## config.mk

```make
export PLATFORM = sky130hd
export DESIGN_NAME = keypad_scanner
export DESIGN_NICKNAME = d
export VERILOG_FILES = /design/src/rtl/keypad_pkg.sv /design/src/rtl/keypad_debounce_ctr.sv /design/src/rtl/keypad_scanner.sv
export SDC_FILE = /design/constraint.sdc
export NUM_CORES = 1
export LEC_CHECK = 0
export CAP_MARGIN = 5
export CORE_UTILIZATION = 35
export DETAILED_ROUTE_END_ITERATION = 10
export PLACE_DENSITY = 0.61
export SLEW_MARGIN = 20
export SYNTH_ARGS = -nofsm -noshare
export SYNTH_HDL_FRONTEND = slang
export SYNTH_HIERARCHICAL = 1
export SYNTH_SLANG_ARGS = --single-unit
```

## constraint.sdc

```tcl
create_clock -name CLK -period 4.9 [get_ports CLK]
set_input_delay 0.98 -clock CLK [delete_from_list [all_inputs] [get_ports CLK]]
set_output_delay 0.98 -clock CLK [all_outputs]
set_load 0.05 [all_outputs]
```

## src/rtl/keypad_pkg.sv

```systemverilog
// Shared types, keymap and helpers for the 4x4 hex keypad scanner.
package keypad_pkg;

    typedef enum logic [1:0] {SCAN, DEBOUNCE, PRESSED, RELEASE} state_t;

    localparam logic [3:0] ROW_INIT = 4'b1110;

    // Indexed {row_idx, col_idx}; E and F stand for '*' and '#'.
    localparam logic [3:0] KEYMAP [16] = '{
        4'h1, 4'h2, 4'h3, 4'hA,
        4'h4, 4'h5, 4'h6, 4'hB,
        4'h7, 4'h8, 4'h9, 4'hC,
        4'hE, 4'h0, 4'hF, 4'hD
    };

    function automatic logic [1:0] zero_index(input logic [3:0] v);
        zero_index = 2'd0;
        for (int unsigned i = 0; i < 4; i++)
            if (!v[i]) zero_index = 2'(i);
    endfunction

    function automatic logic single_zero(input logic [3:0] v);
        return $countones(v) == 3;
    endfunction

    function automatic logic [3:0] rotate_row(input logic [3:0] r);
        return {r[2:0], r[3]};
    endfunction

endpackage

```

## src/rtl/keypad_debounce_ctr.sv

```systemverilog
// Scan tick generator and saturating debounce match counter.
module keypad_debounce_ctr #(
    parameter int unsigned SCAN_TICKS   = 100_000,
    parameter int unsigned DEBOUNCE_CNT = 10
) (
    input  logic CLK,
    input  logic RST_N,
    input  logic cnt_clr,
    input  logic cnt_load1,
    input  logic cnt_inc,
    output logic tick,
    output logic cnt_next_hit
);

    localparam int unsigned TW = (SCAN_TICKS > 1) ? $clog2(SCAN_TICKS) : 1;
    localparam int unsigned CW = $clog2(DEBOUNCE_CNT + 1);
    localparam logic [TW-1:0] TICK_LAST = TW'(SCAN_TICKS - 1);
    localparam logic [CW-1:0] CNT_MAX   = CW'(DEBOUNCE_CNT);
    localparam logic [CW-1:0] CNT_PRE   = CW'(DEBOUNCE_CNT - 1);

    logic [TW-1:0] tick_cnt;
    logic [CW-1:0] count;

    assign tick         = (tick_cnt == TICK_LAST);
    // True when one more increment reaches the acceptance threshold.
    assign cnt_next_hit = (count >= CNT_PRE);

    always_ff @(posedge CLK or negedge RST_N) begin
        if (!RST_N)    tick_cnt <= '0;
        else if (tick) tick_cnt <= '0;
        else           tick_cnt <= tick_cnt + TW'(1);
    end

    always_ff @(posedge CLK or negedge RST_N) begin
        if (!RST_N)                          count <= '0;
        else if (cnt_clr)                    count <= '0;
        else if (cnt_load1)                  count <= CW'(1);
        else if (cnt_inc && count != CNT_MAX) count <= count + CW'(1);
    end

endmodule

```

## src/rtl/keypad_scanner.sv

```systemverilog
// 4x4 keypad scanner: row scan, debounce, single pulse per press, 32-bit entry shift register.
module keypad_scanner
    import keypad_pkg::*;
#(
    parameter int unsigned CLK_FREQ     = 100_000_000,
    parameter int unsigned SCAN_MS      = 1,
    parameter int unsigned DEBOUNCE_CNT = 10
) (
    input  logic        CLK,
    input  logic        RST_N,
    input  logic [3:0]  col,
    input  logic        clr,
    output logic [3:0]  row,
    output logic        key_valid,
    output logic [3:0]  key_code,
    output logic [31:0] data
);

    localparam int unsigned SCAN_TICKS = CLK_FREQ / 1000 * SCAN_MS;

    state_t     state, state_n;
    logic [3:0] row_n, cap, cap_n, col_m, col_s, accept_code;
    logic       tick, cnt_next_hit, cnt_clr, cnt_load1, cnt_inc, accept;

    keypad_debounce_ctr #(
        .SCAN_TICKS   (SCAN_TICKS),
        .DEBOUNCE_CNT (DEBOUNCE_CNT)
    ) u_ctr (
        .CLK          (CLK),
        .RST_N        (RST_N),
        .cnt_clr      (cnt_clr),
        .cnt_load1    (cnt_load1),
        .cnt_inc      (cnt_inc),
        .tick         (tick),
        .cnt_next_hit (cnt_next_hit)
    );

    always_ff @(posedge CLK or negedge RST_N) begin
        if (!RST_N) begin
            col_m <= '1;
            col_s <= '1;
        end else begin
            col_m <= col;
            col_s <= col_m;
        end
    end

    always_ff @(posedge CLK or negedge RST_N) begin
        if (!RST_N) begin
            state <= SCAN;
            row   <= ROW_INIT;
            cap   <= '1;
        end else begin
            state <= state_n;
            row   <= row_n;
            cap   <= cap_n;
        end
    end

    always_comb begin
        state_n   = state;
        row_n     = row;
        cap_n     = cap;
        cnt_clr   = 1'b0;
        cnt_load1 = 1'b0;
        cnt_inc   = 1'b0;
        accept    = 1'b0;
        case (state)
            SCAN: if (tick) begin
                if (col_s == '1) begin
                    row_n = rotate_row(row);
                end else begin
                    cap_n     = col_s;
                    cnt_load1 = 1'b1;
                    // With a threshold of one the entry sample is already the accepting one.
                    if (DEBOUNCE_CNT == 1) begin
                        if (single_zero(col_s)) begin
                            state_n = PRESSED;
                            accept  = 1'b1;
                        end else begin
                            state_n = RELEASE;
                            cnt_clr = 1'b1;
                        end
                    end else begin
                        state_n = DEBOUNCE;
                    end
                end
            end
            DEBOUNCE: if (tick) begin
                if (col_s == cap) begin
                    cnt_inc = 1'b1;
                    if (cnt_next_hit) begin
                        cnt_clr = 1'b1;
                        if (single_zero(cap)) begin
                            state_n = PRESSED;
                            accept  = 1'b1;
                        end else begin
                            state_n = RELEASE;
                        end
                    end
                end else begin
                    state_n = SCAN;
                    row_n   = rotate_row(row);
                    cnt_clr = 1'b1;
                end
            end
            PRESSED: begin
                state_n = RELEASE;
                cnt_clr = 1'b1;
            end
            RELEASE: if (tick) begin
                if (col_s == '1) begin
                    cnt_inc = 1'b1;
                    if (cnt_next_hit) begin
                        state_n = SCAN;
                        row_n   = rotate_row(row);
                        cnt_clr = 1'b1;
                    end
                end else begin
                    cnt_clr = 1'b1;
                end
            end
            default: state_n = SCAN;
        endcase
    end

    assign accept_code = KEYMAP[{zero_index(row), zero_index(cap_n)}];

    // Outputs are loaded on the accepting edge so code and data are valid alongside the pulse.
    always_ff @(posedge CLK or negedge RST_N) begin
        if (!RST_N) begin
            key_valid <= 1'b0;
            key_code  <= '0;
            data      <= '0;
        end else begin
            key_valid <= accept;
            if (accept) key_code <= accept_code;
            if (clr)         data <= '0;
            else if (accept) data <= {data[27:0], accept_code};
        end
    end

endmodule
```

Yosys cells after proc, flatten, opt, wreduce, memory -nomap -nowiden
Memories as Yosys holds them, arrays and structs flattened.
Index checks and enable logic that the tools add are counted.
Widths: inputs -> output; s select.
{"block": "op_classes", "add_sub_neg": 5, "magnitude_cmp": 2, "n_eq_ne": 17, "mux": 54, "n_bitwise": 2, "reduce_logical": 8}
{"operator": "$mux 32", "n": 2}
{"operator": "$mux 4", "n": 15}
{"operator": "$mux 2", "n": 12}
{"operator": "$mux 1", "n": 20}
{"operator": "$add 17x1->17 const B", "n": 1}
{"operator": "$eq 17x17->1 const B", "n": 1}
{"operator": "$mux 17", "n": 1}
{"operator": "$ne 2x2->1 const B", "n": 8}
{"operator": "$pmux 4 s3", "n": 1}
{"operator": "$pmux 2 s4", "n": 1}
{"operator": "$reduce_and 8->1", "n": 1}
{"operator": "$reduce_and 7->1", "n": 1}
{"operator": "$reduce_bool 3->1", "n": 2}
{"operator": "$ge 5x5->1 const B", "n": 1}
{"operator": "$not 4->5", "n": 1}
{"operator": "$add 1x1->2", "n": 2}
{"operator": "$add 4x1->4 const B", "n": 1}
{"operator": "$eq 2x2->1 const B", "n": 2}
{"operator": "$eq 4x4->1", "n": 1}
{"operator": "$eq 4x4->1 const B", "n": 1}
{"operator": "$ge 4x4->1 const B", "n": 1}
{"operator": "$ne 4x4->1 const B", "n": 1}
{"operator": "$add 2x2->3", "n": 1}
{"operator": "$eq 3x2->1 const B", "n": 1}
{"operator": "9 further kinds", "n": 9}
{"block": "totals", "register_bits": 76, "mem_bits_ro": 64, "inputBits": 7, "output_inout_bits": 41, "word_cells": 100, "mem_count": 1}
{"memory": "(name not given)", "words": 16, "width": 4, "read_ports": 1, "rd_ports_with_merged_regs": 0, "wr": 0, "line_no": "keypad_scanner.sv:127", "rtl": "assign accept_code = KEYMAP[{zero_index(row), zero_index(cap_n)}];"}

Longest topological paths before layout
Gate-level depths: netlist of the first run.
{"block": "logic_depth", "depth_word": 13, "ltp_mapped": 13, "ltp_nobuf": 11}

Hierarchy
Netlist of the first run, hierarchy kept.
{"module": "keypad_scanner", "instances": 1, "cells_each": 260, "area_per_inst_um2": 2541.2, "seq_area_each_um2": 1395.1}
{"module": "keypad_debounce_ctr", "instances": 1, "cells_each": 98, "area_per_inst_um2": 1063.5, "seq_area_each_um2": 525.5}

Worst setup path before layout of the first run
OpenSTA, ideal clock, no wires.
{"block": "synth_path", "path_kind": "register -> register", "startpoint": "register u_ctr.tick_cnt[0]", "endpoint": "register key_code[1]", "setup_ps": 129, "arrival_time_ps": 3017, "required_time_ps": 4771, "slack_ps": 1754, "stages_incl_launch_ff": 13, "path_buffers": 2, "synth_period_minus_slack_ps": 3146, "cell_sequence": "dfrtp_1 ha_1 and4_4 and4_2 buf_2 or3b_1 buf_6 o211a_4 nor4_4 ha_1 a21oi_1 a221oi_2 nor2_1"}
{"block": "synth_via", "elab_chain_cells": 10, "elab_cells_between_ends": 12, "classes_between": "eq/ne (1); mux (9); bitwise (1); memory (1)"}
{"element": "start: declaration", "line_no": "keypad_debounce_ctr.sv:21", "rtl": "logic [TW-1:0] tick_cnt;"}
{"element": "start signal: assignment", "line_no": "keypad_debounce_ctr.sv:31", "rtl": "else tick_cnt <= tick_cnt + TW'(1);"}
{"element": "$eq 17x17->1 (*)", "line_no": "keypad_debounce_ctr.sv:24", "rtl": "assign tick = (tick_cnt == TICK_LAST);"}
{"element": "via tick", "line_no": "keypad_scanner.sv:23", "rtl": "logic tick, cnt_next_hit, cnt_clr, cnt_load1, cnt_inc, accept;"}
{"element": "$mux 4", "line_no": "keypad_scanner.sv:69", "rtl": "SCAN: if (tick) begin"}
{"element": "$mux 4", "line_no": "keypad_scanner.sv:68", "rtl": "case (state)"}
{"element": "$mux 1", "line_no": "keypad_pkg.sv:19", "rtl": "if (!v[i]) zero_index = 2'(i);"}
{"element": "$mux 2 (2 in a row)", "line_no": "keypad_pkg.sv:19"}
{"element": "$not 4->5 (not written as such)", "line_no": "keypad_scanner.sv:127"}
{"element": "$mem_v2 16x4"}
{"element": "$mux 4 (not written as such) (2 in a row)", "line_no": "keypad_scanner.sv:127"}
{"element": "end signal: assignment", "line_no": "keypad_scanner.sv:137", "rtl": "if (accept) key_code <= accept_code;"}
{"element": "end: declaration", "line_no": "keypad_scanner.sv:15", "rtl": "output logic [3:0] key_code,"}
Mark *: on every way through the listed nets, which the timed path passes. The rest lies on a longest branch. The select of a mux whose other input is x is not followed.
A chain may end at the register's enable or synchronous reset.

Worst setup path after layout of the first run
Ends and elaborated chain as after synthesis.

==> reports/results.txt, run 1 <==
Register Area = 1920 um2
Fmax achieved = 0.283 GHz
Slew margin rel. = 37.3%
Hold Crit Class = flip-flop to flip-flop
Status = finished, final reports clean
Worst Clk Skew = 7.95 ps
Rows = 36
DR vias/cell = 4.88
Avg Synthesized Cell Area = 10.1 um2
DR vias = 2,641
Post-synth top flop = dfrtp_1
Post-synthesis cell count = 358
Die footprint = 10,700 um2
Layout Utilization = 44.3%
Grt ovf = 0
Cts repair resizes = 0
CP Class = flip-flop to flip-flop
Placer Congestion = 0.809
Dpl hpwl = 4730 um
Drt drc = 0
Clk slew on worst S/H paths = 80 ps
Mapped Area = 3600 um2
Share of layout cells above drive strength 1 = 13.0%
Critical path's largest stage delay = 530 ps
Worst-margin pin slew = 940 ps
Worst-skew pair later-pin latency = 350 ps
WL per Instance = 13.1 um
Power Density = 252 nW/um2
Post-CTS Setup Bufs = 0
Syn. warnings = 6
Max Cap Viol = 0
DRT iter0 DRCs = 84
Dominant cells by area after synthesis = dfrtp_1, dfstp_2, nand2_1
Register area share after synthesis = 53.3%
Syn_nets = 375
Filler cell count = 937
Sum of negative setup slack = 0 ps
Hold Slack = 356 ps
Synth Register Bits = 76
Initial antenna violation count = 0
Max Slew Vio Count = 0
1st-pass router iterations = 4
Multi-input combinational cell area = 1560 um2
Top cell by count, worst path = ha_1
VDD IR max = 0.150 mV
Post-synth EDFFs = 0
Most numerous cell in the Yosys netlist = nand2_1
Number of global-route vias before repair = 2,565
CP Max Fanout = 15
Top cells by count, synth = nand2_1, dfrtp_1, a21oi_1
Diode count = 0
Startpoint types = flip-flop
Core Region = 9860 um2
Static leakage = 0.00174 uW
Final #Nets = 420
Routed Antenna Nets = 0
First-pass GRT wire length = 12,200 um
Root buffer cell = clkbuf_8
Unrepaired setup endpoints after global routing = no
WP data required = 5130 ps
Yosys top cell by area = dfrtp_1
Final min period = 3530 ps
Period utilization = 72.1%
Die width = 103 um
I/O pins = 48
Crit path DAT = 3760 ps
Die Y = 103 um
Total Wirelength = 7110 um
Finish-stage setup viols = 0
Final Total Pwr = 1100 uW
Top cell type's share of synthesized area = 42.3%
Initial Util = 36.5%
Final Hold Fails = 0
Largest net degree at the start of global routing = 77
# H-tree levels = 3
I/O Buffers = 47
Worst path cell trace = ha_1 > and4_4 > and4_2 > or3b_1 > o211a_4 > nor4_4 > ha_1 > a21oi_1 > a221oi_2 > nor2_1
CTS Hold Buffers Added = 0
Num CTS Buffers = 9
P&R area growth vs syn = 21.1%
CTS tree = yes
Clock sinks = 76
Worst-case clock buffer depth = 2
Post-synth ARST share = 100%
Netlist cell types = 54
Slowest cell on the critical path = or3b_1
Crit end category = flip-flop
GRT Util Overall = 14.9%
kinds of logic (layout without fill, tap and decap cells):
logic type                 Yosys count  after routing  synth area share [%]
xor gates and xnor gates            19             19                  4.62
muxes                                9              9                  2.64
buffers and inverters               29             79                  3.33
DFF                                 76             76                  53.3
adders and majority gates           10             10                  3.68
and+or+nand+nor                    151            151                  21.4
AOI/OAI and AO/OA                   64             64                  11.0
final cells by class:
type | instances | area share [%]
Clock buffer | 12 | 3.58
Timing Repair Buffer | 49 | 11.1
Multi-Input combinational cell | 253 | 35.8
Clock inverter | 4 | 0.516
Sequential cell | 76 | 44.0
Tap cell | 133 | 3.81
Inverter | 14 | 1.20
critical path, delay by kind of cell, from the launching register on:
| family | cells | cell delay, ps |
|---|---|---|
| adder cells (fa/ha/maj) | 2 | 480 |
| AO/OA/AOI/OAI | 3 | 720 |
| AND/OR/NAND/NOR | 5 | 1780 |
| flip-flops | 1 | 410 |
worst paths after layout:
check | startpoint | to | slack [ps] | cells after the start
worst max register to register | u_ctr/tick_cnt[0] | key_code[1] | 1370 | 10
worst min register to register | col_m[3] | col_s[3] | 360 | 0
worst min-delay path | col_m[3] | col_s[3] | 360 | 0
worst max-delay path | u_ctr/tick_cnt[0] | key_code[1] | 1370 | 10
min in group asynchronous | RST_N | u_ctr/tick_cnt[6] | 770 | 1
max in group asynchronous | RST_N | data[4] | 3520 | 1
metal layers:
metal | global-route usage [%] | share of wire, %
met1 | 20.9 | 49
met2 | 22.0 | 45
met3 | 4.03 | 3.8
met4 | 5.53 | 1.6
met5 | 0 | 0
state kept, by name, summed over array words and instances, names as in the netlist, named ones only:
name,cells
col_s,4
data,32
key_code,4
u_ctr/count,4
cap,4
key_valid,1
u_ctr/tick_cnt,17
state,1
row,4
col_m,4
placed cells by master (no fill, tap or decap), drive strengths merged, types with 2 or more instances in the layout:
cell and count:
nand4 8, nor3 10, inv 14, buf 3, nor2 20, o31ai 3
o21ai 9, mux2i 5, nor3b 2, xnor2 11, dfrtp 61, a21oi 38
nand3 9, mux2 4, xor2 8, nand2 76, or3 2, nand2b 3
o22ai 2, nand3b 2, and4 4, nor4 3, nand4b 2, a211oi 2
ha 9, clkdlybuf4s50 46, clkbuf 12, dfstp 15, o211ai 2, clkinv 3
nor2b 3
where the power goes:
group          switching, uW  internal, uW
Combinational           18.3          6.18
Sequential              2.95           633
Clock                    226           212
Total                    247           852
metrics by stage:
step / instance area (um2) / setup slack [ps] / cells
4_1_cts: 4370 / 1360 / 541
6_report: 4370 / 1370 / 541
3_3_place_gp: 4190 / 1400 / 525
2_1_floorplan: 3600 / 1750 / 358
3_5_place_dp: 4190 / 1400 / 525
5_1_grt: 4370 / 1090 / 541
(Power assumes the default switching activity.)
==> run 2: changes to the inputs <==
clock period = 3.69 ns   (was 4.9 ns; I/O delays follow)
==> reports/results.txt, run 2 (same netlist as run 1, synthesis figures left out) <==
Placer Congestion = 0.795
Period utilization = 91.6%
Critical path's largest stage delay = 550 ps
Clk slew on worst S/H paths = 80 ps
CTS tree = yes
Hold Slack = 359 ps
Diode count = 0
Total Wirelength = 7470 um
Max Slew Vio Count = 0
Unrepaired setup endpoints after global routing = no
Power Density = 363 nW/um2
Initial antenna violation count = 0
Rows = 36
Static leakage = 0.00179 uW
Max FFs per register = 32
Register Area = 1920 um2
Most frequent cells in the layout = nand2_1, dfrtp_1, clkdlybuf4s50_1
Finish-stage setup viols = 0
Multi-input combinational cell area = 1560 um2
VDD IR max = 0.211 mV
Status = finished, final reports clean
Sum of negative setup slack = 0 ps
Clock sinks = 76
Fmax achieved = 0.296 GHz
Final Hold Fails = 0
Crit end category = flip-flop
Die width = 103 um
Root buffer cell = clkbuf_8
Regs by FF count = data: 32 flops, u_ctr/tick_cnt: 17 flops
DR vias = 2,687
Slowest cell on the critical path = dfstp_2
Largest Register = data
Worst Clk Skew = 12.0 ps
CTS Hold Buffers Added = 0
First-pass GRT wire length = 12,500 um
Commonest non-fill, non-tap cell in the layout = nand2_1
Routed Antenna Nets = 0
CP Class = flip-flop to flip-flop
DR vias/cell = 4.94
1st-pass router iterations = 4
WL per Instance = 13.7 um
Crit path DAT = 3610 ps
Post-CTS Setup Bufs = 0
Num CTS Buffers = 9
CP Max Fanout = 31
GRT Util Overall = 15.3%
Core Region = 9860 um2
Worst path cell trace = inv_1 > fa_1 > inv_1 > ha_1 > ha_1 > nand4b_1 > or3_1 > or2_2 > a221oi_2 > nor2_1
Hold Crit Class = flip-flop to flip-flop
I/O pins = 48
WP data required = 3920 ps
# H-tree levels = 3
DRT iter0 DRCs = 133
Share of layout cells above drive strength 1 = 14.1%
Final #Nets = 423
Slew margin rel. = 36.9%
Final min period = 3380 ps
Worst-margin pin slew = 947 ps
Worst-skew pair later-pin latency = 350 ps
Initial Util = 36.5%
Drt drc = 0
Number of global-route vias before repair = 2,563
Dpl hpwl = 4910 um
Worst-case clock buffer depth = 2
Startpoint types = flip-flop
Die footprint = 10,700 um2
P&R area growth vs syn = 23.3%
R2r setup slk = 310 ps
Max Cap Viol = 0
Grt ovf = 0
Die Y = 103 um
Cts repair resizes = 0
I/O Buffers = 47
Largest net degree at the start of global routing = 77
Filler cell count = 927
run 2: area by class of cell:
class | count | share of cell area, %
flip-flops and latches | 76 | 43.2
inverters | 14 | 1.18
clock inverters | 4 | 1.58
well taps | 133 | 3.74
repair buffers | 52 | 11.4
clock buffers | 12 | 3.72
multi-input cells | 253 | 35.2
run 2: stage by stage:
step	area (um2)	total power (uW)	cells	utilization [%]	setup slack [ps]
final	4440	1610	544	45.1	310
after global routing	4440	1680	544	45.1	95.0
after CTS	4440	1640	544	45.1	326
after detailed placement	4210	895	528	42.7	351
after global placement	4210	895	528	42.7	406
after floorplan	3600	869	358	-	544
run 2: worst paths after layout:
| kind | from | endpoint | depth (start not counted) |
|---|---|---|---|
| setup / recovery | cap[0] | key_code[1] | 10 |
| hold / removal | col_m[2] | col_s[2] | 0 |
| setup reg to reg | cap[0] | key_code[1] | 10 |
| hold reg to reg | col_m[2] | col_s[2] | 0 |
| max in group asynchronous | RST_N | key_code[3] | 1 |
| min in group asynchronous | RST_N | u_ctr/tick_cnt[8] | 1 |
run 2: worst max-delay path: cells and delay by family, from the launching register on:
family / cells / cell delay, ps
flip-flops: 1 / 550
AND/OR/NAND/NOR: 4 / 1270
adder cells (fa/ha/maj): 3 / 980
buffers and inverters: 2 / 110
AO/OA/AOI/OAI: 1 / 340
run 2: layer usage:
layer / part of all wire, % / global-route usage (%) / routed length [um]
met5: 0 / 0 / 0
met4: 1.6 / 4.88 / 117
met3: 4.1 / 5.04 / 304
met2: 46 / 22.9 / 3460
met1: 48 / 21.1 / 3590
run 2: report_power, final:
part	total (uW)	internal (uW)	switching (uW)
clock	736	434	302
sequential	845	841	4.28
combinational	32.6	8.19	24.5
==> run 3: changes to the inputs <==
SLEW_MARGIN = not set   (was 20)
SYNTH_HIERARCHICAL = not set   (was 1)
clock period = 3.2 ns   (was 3.69 ns; I/O delays follow)
==> reports/results.txt, run 3 <==
Status = finished, final reports clean
Max Cap Viol = 0
WP data required = 3420 ps
Final #Nets = 444
Clock network fraction of total power = 39.9%
Die Y = 104 um
Core Region = 9950 um2
Num CTS Buffers = 9
Syn_nets = 392
Layout Cells excl Fill = 564
Worst-skew pair later-pin latency = 350 ps
Sum of negative setup slack = 0 ps
Root buffer cell = clkbuf_8
Regs by FF count = data: 32 flops, u_ctr.tick_cnt: 17 flops
Most numerous cell in the Yosys netlist = nand2_1
I/O pins = 48
Largest Register = data
Final Hold Fails = 0
Netlist cell types = 51
Cts repair resizes = 0
First-pass GRT wire length = 13,400 um
Finish-stage setup viols = 0
Largest net degree at the start of global routing = 77
Avg Synthesized Cell Area = 9.76 um2
Combinational power share = 2.5%
Crit path max-delay family = compound AO/OA/AOI/OAI gates
CP Max Fanout = 7
# H-tree levels = 3
Initial antenna violation count = 0
Initial Util = 36.7%
Die footprint = 10,800 um2
Dominant cells by area after synthesis = dfrtp_1, dfstp_2, nand2_1
Net switching power = 420 uW
Worst Clk Skew = 12.9 ps
Yosys top cell by area = dfrtp_1
CTS tree = yes
GRT Util Overall = 15.3%
Critical path's largest stage delay = 380 ps
VDD IR max = 0.266 mV
Crit path DAT = 3080 ps
1st-pass router iterations = 4
Switching share of power = 24.8%
WL per Instance = 13.7 um
Startpoint types = flip-flop
DR vias = 2,825
Post-synth ARST share = 100%
Routed Antenna Nets = 0
Number of global-route vias before repair = 2,749
Commonest non-fill, non-tap cell in the layout = nand2_1
Top cell type's share of synthesized area = 41.8%
Post-synth EDFFs = 0
Filler cell count = 935
DR vias/cell = 5.01
Post-synthesis cell count = 374
Post-CTS Setup Bufs = 0
P_int = 1270 uW
I/O Buffers = 47
DRT iter0 DRCs = 106
Fmax achieved = 0.349 GHz
Most frequent cells in the layout = nand2_1, dfrtp_1, clkdlybuf4s50_1
Hold Crit Class = flip-flop to flip-flop
Clock sinks = 76
Slew margin rel. = 37.3%
Layout Utilization = 44.6%
Final min period = 2860 ps
Clk slew on worst S/H paths = 80 ps
Syn. warnings = 0
Drt drc = 0
Seq pwr share = 57.6%
Power Density = 381 nW/um2
CP bufs+invs = 1
Crit end category = flip-flop
Mapped Area = 3650 um2
Diode count = 0
Register area share after synthesis = 52.6%
Slowest cell on the critical path = dfrtp_1
Period utilization = 89.4%
Worst path cell trace = ha_1 > and4_1 > and4_1 > nand2_1 > o22ai_1 > inv_1 > ha_1 > a21o_1 > a41oi_1 > o21ai_0 > o21ai_0 > a211oi_1
Cells after DPL = 548
Static leakage = 0.00189 uW
Placer Congestion = 0.879
Max FFs per register = 32
Post-synth top flop = dfrtp_1
CP Class = flip-flop to flip-flop
CTS Hold Buffers Added = 0
Unrepaired setup endpoints after global routing = no
Share of layout cells above drive strength 1 = 11.4%
Total Wirelength = 7710 um
Die width = 104 um
Rows = 36
P&R area growth vs syn = 21.7%
Grt ovf = 0
Worst-margin pin slew = 940 ps
Worst-case clock buffer depth = 2
Top cells by count, synth = nand2_1, dfrtp_1, a21oi_1
Final Total Pwr = 1690 uW
Dpl hpwl = 5410 um
Max Slew Vio Count = 0
Synth Register Bits = 76
[run 3: cell count changes after synthesis, moves of 4 or more]
| cell | previous run | this run |
|---|---|---|
| o21ai_0 | 9 | 13 |
| and3_1 | 0 | 6 |
| inv_1 | 14 | 18 |
| nor2_1 | 19 | 28 |
| o22a_1 | 0 | 4 |
[run 3: routing by layer]
metal / vias up / GRT usage (%) / part of all wire, %
met2: 74 / 23.8 / 47
li1: 1389 / - / -
met3: 8 / 3.51 / 4.3
met4: 0 / 5.61 / 1.4
met5: - / 0 / 0
met1: 1354 / 20.9 / 48
[run 3: final timing paths]
check	start	to	slack, ps	cells past startpoint
min in group asynchronous	RST_N	u_ctr.count[3]	420	1
worst max-delay path	u_ctr.tick_cnt[0]	data[1]	340	12
worst min register to register	col_m[3]	col_s[3]	360	0
worst min-delay path	col_m[3]	col_s[3]	360	0
max in group asynchronous	RST_N	state[0]	2160	1
worst max register to register	u_ctr.tick_cnt[0]	data[1]	340	12
[run 3: layout make-up]
cell class / instances / area (um2) / share of cell area [%]
Clock buffer: 9 / 124 / 2.79
Clock inverter: 7 / 56.3 / 1.27
Inverter: 18 / 67.6 / 1.52
Multi-Input combinational cell: 267 / 1590 / 35.7
Sequential cell: 76 / 1920 / 43.2
Tap cell: 133 / 166 / 3.75
Timing Repair Buffer: 54 / 520 / 11.7
[run 3: per-stage QoR]
stage | setup WS (ps) | instance area (um2) | hold WS (ps)
floorplan | 528 | 3650 | 344
global placement | 468 | 4260 | 346
detailed placement | 296 | 4260 | 347
CTS | 302 | 4440 | 358
global route | 58.3 | 4440 | 365
finish | 339 | 4440 | 357
[run 3: cell families after synthesis]
group                    synth area share (%)
multiplexers                             1.17
flip-flops                               52.6
buffers and inverters                    3.88
AO/OA/AOI/OAI                            13.0
XOR/XNOR                                 4.56
AND/OR/NAND/NOR                          20.7
adder cells (fa/ha/maj)                  3.98
[run 3: power groups by stage]
stage	Combinational, uW	Clock, uW	Sequential (uW)
after floorplan	15.1	0	991
after global placement	44.4	0	993
after detailed placement	44.1	0	993
after CTS	44.1	698	975
after global routing	48.8	740	976
final	42.2	676	975
[run 3: worst reg2reg max path, stage by stage (launching register included)]
cell and delay, ps:
dfrtp_1 380, ha_1 210, and4_1 290, and4_1 350
nand2_1 220, o22ai_1 350, inv_1 110, ha_1 220
a21o_1 160, a41oi_1 150, o21ai_0 110, o21ai_0 100
a211oi_1 100
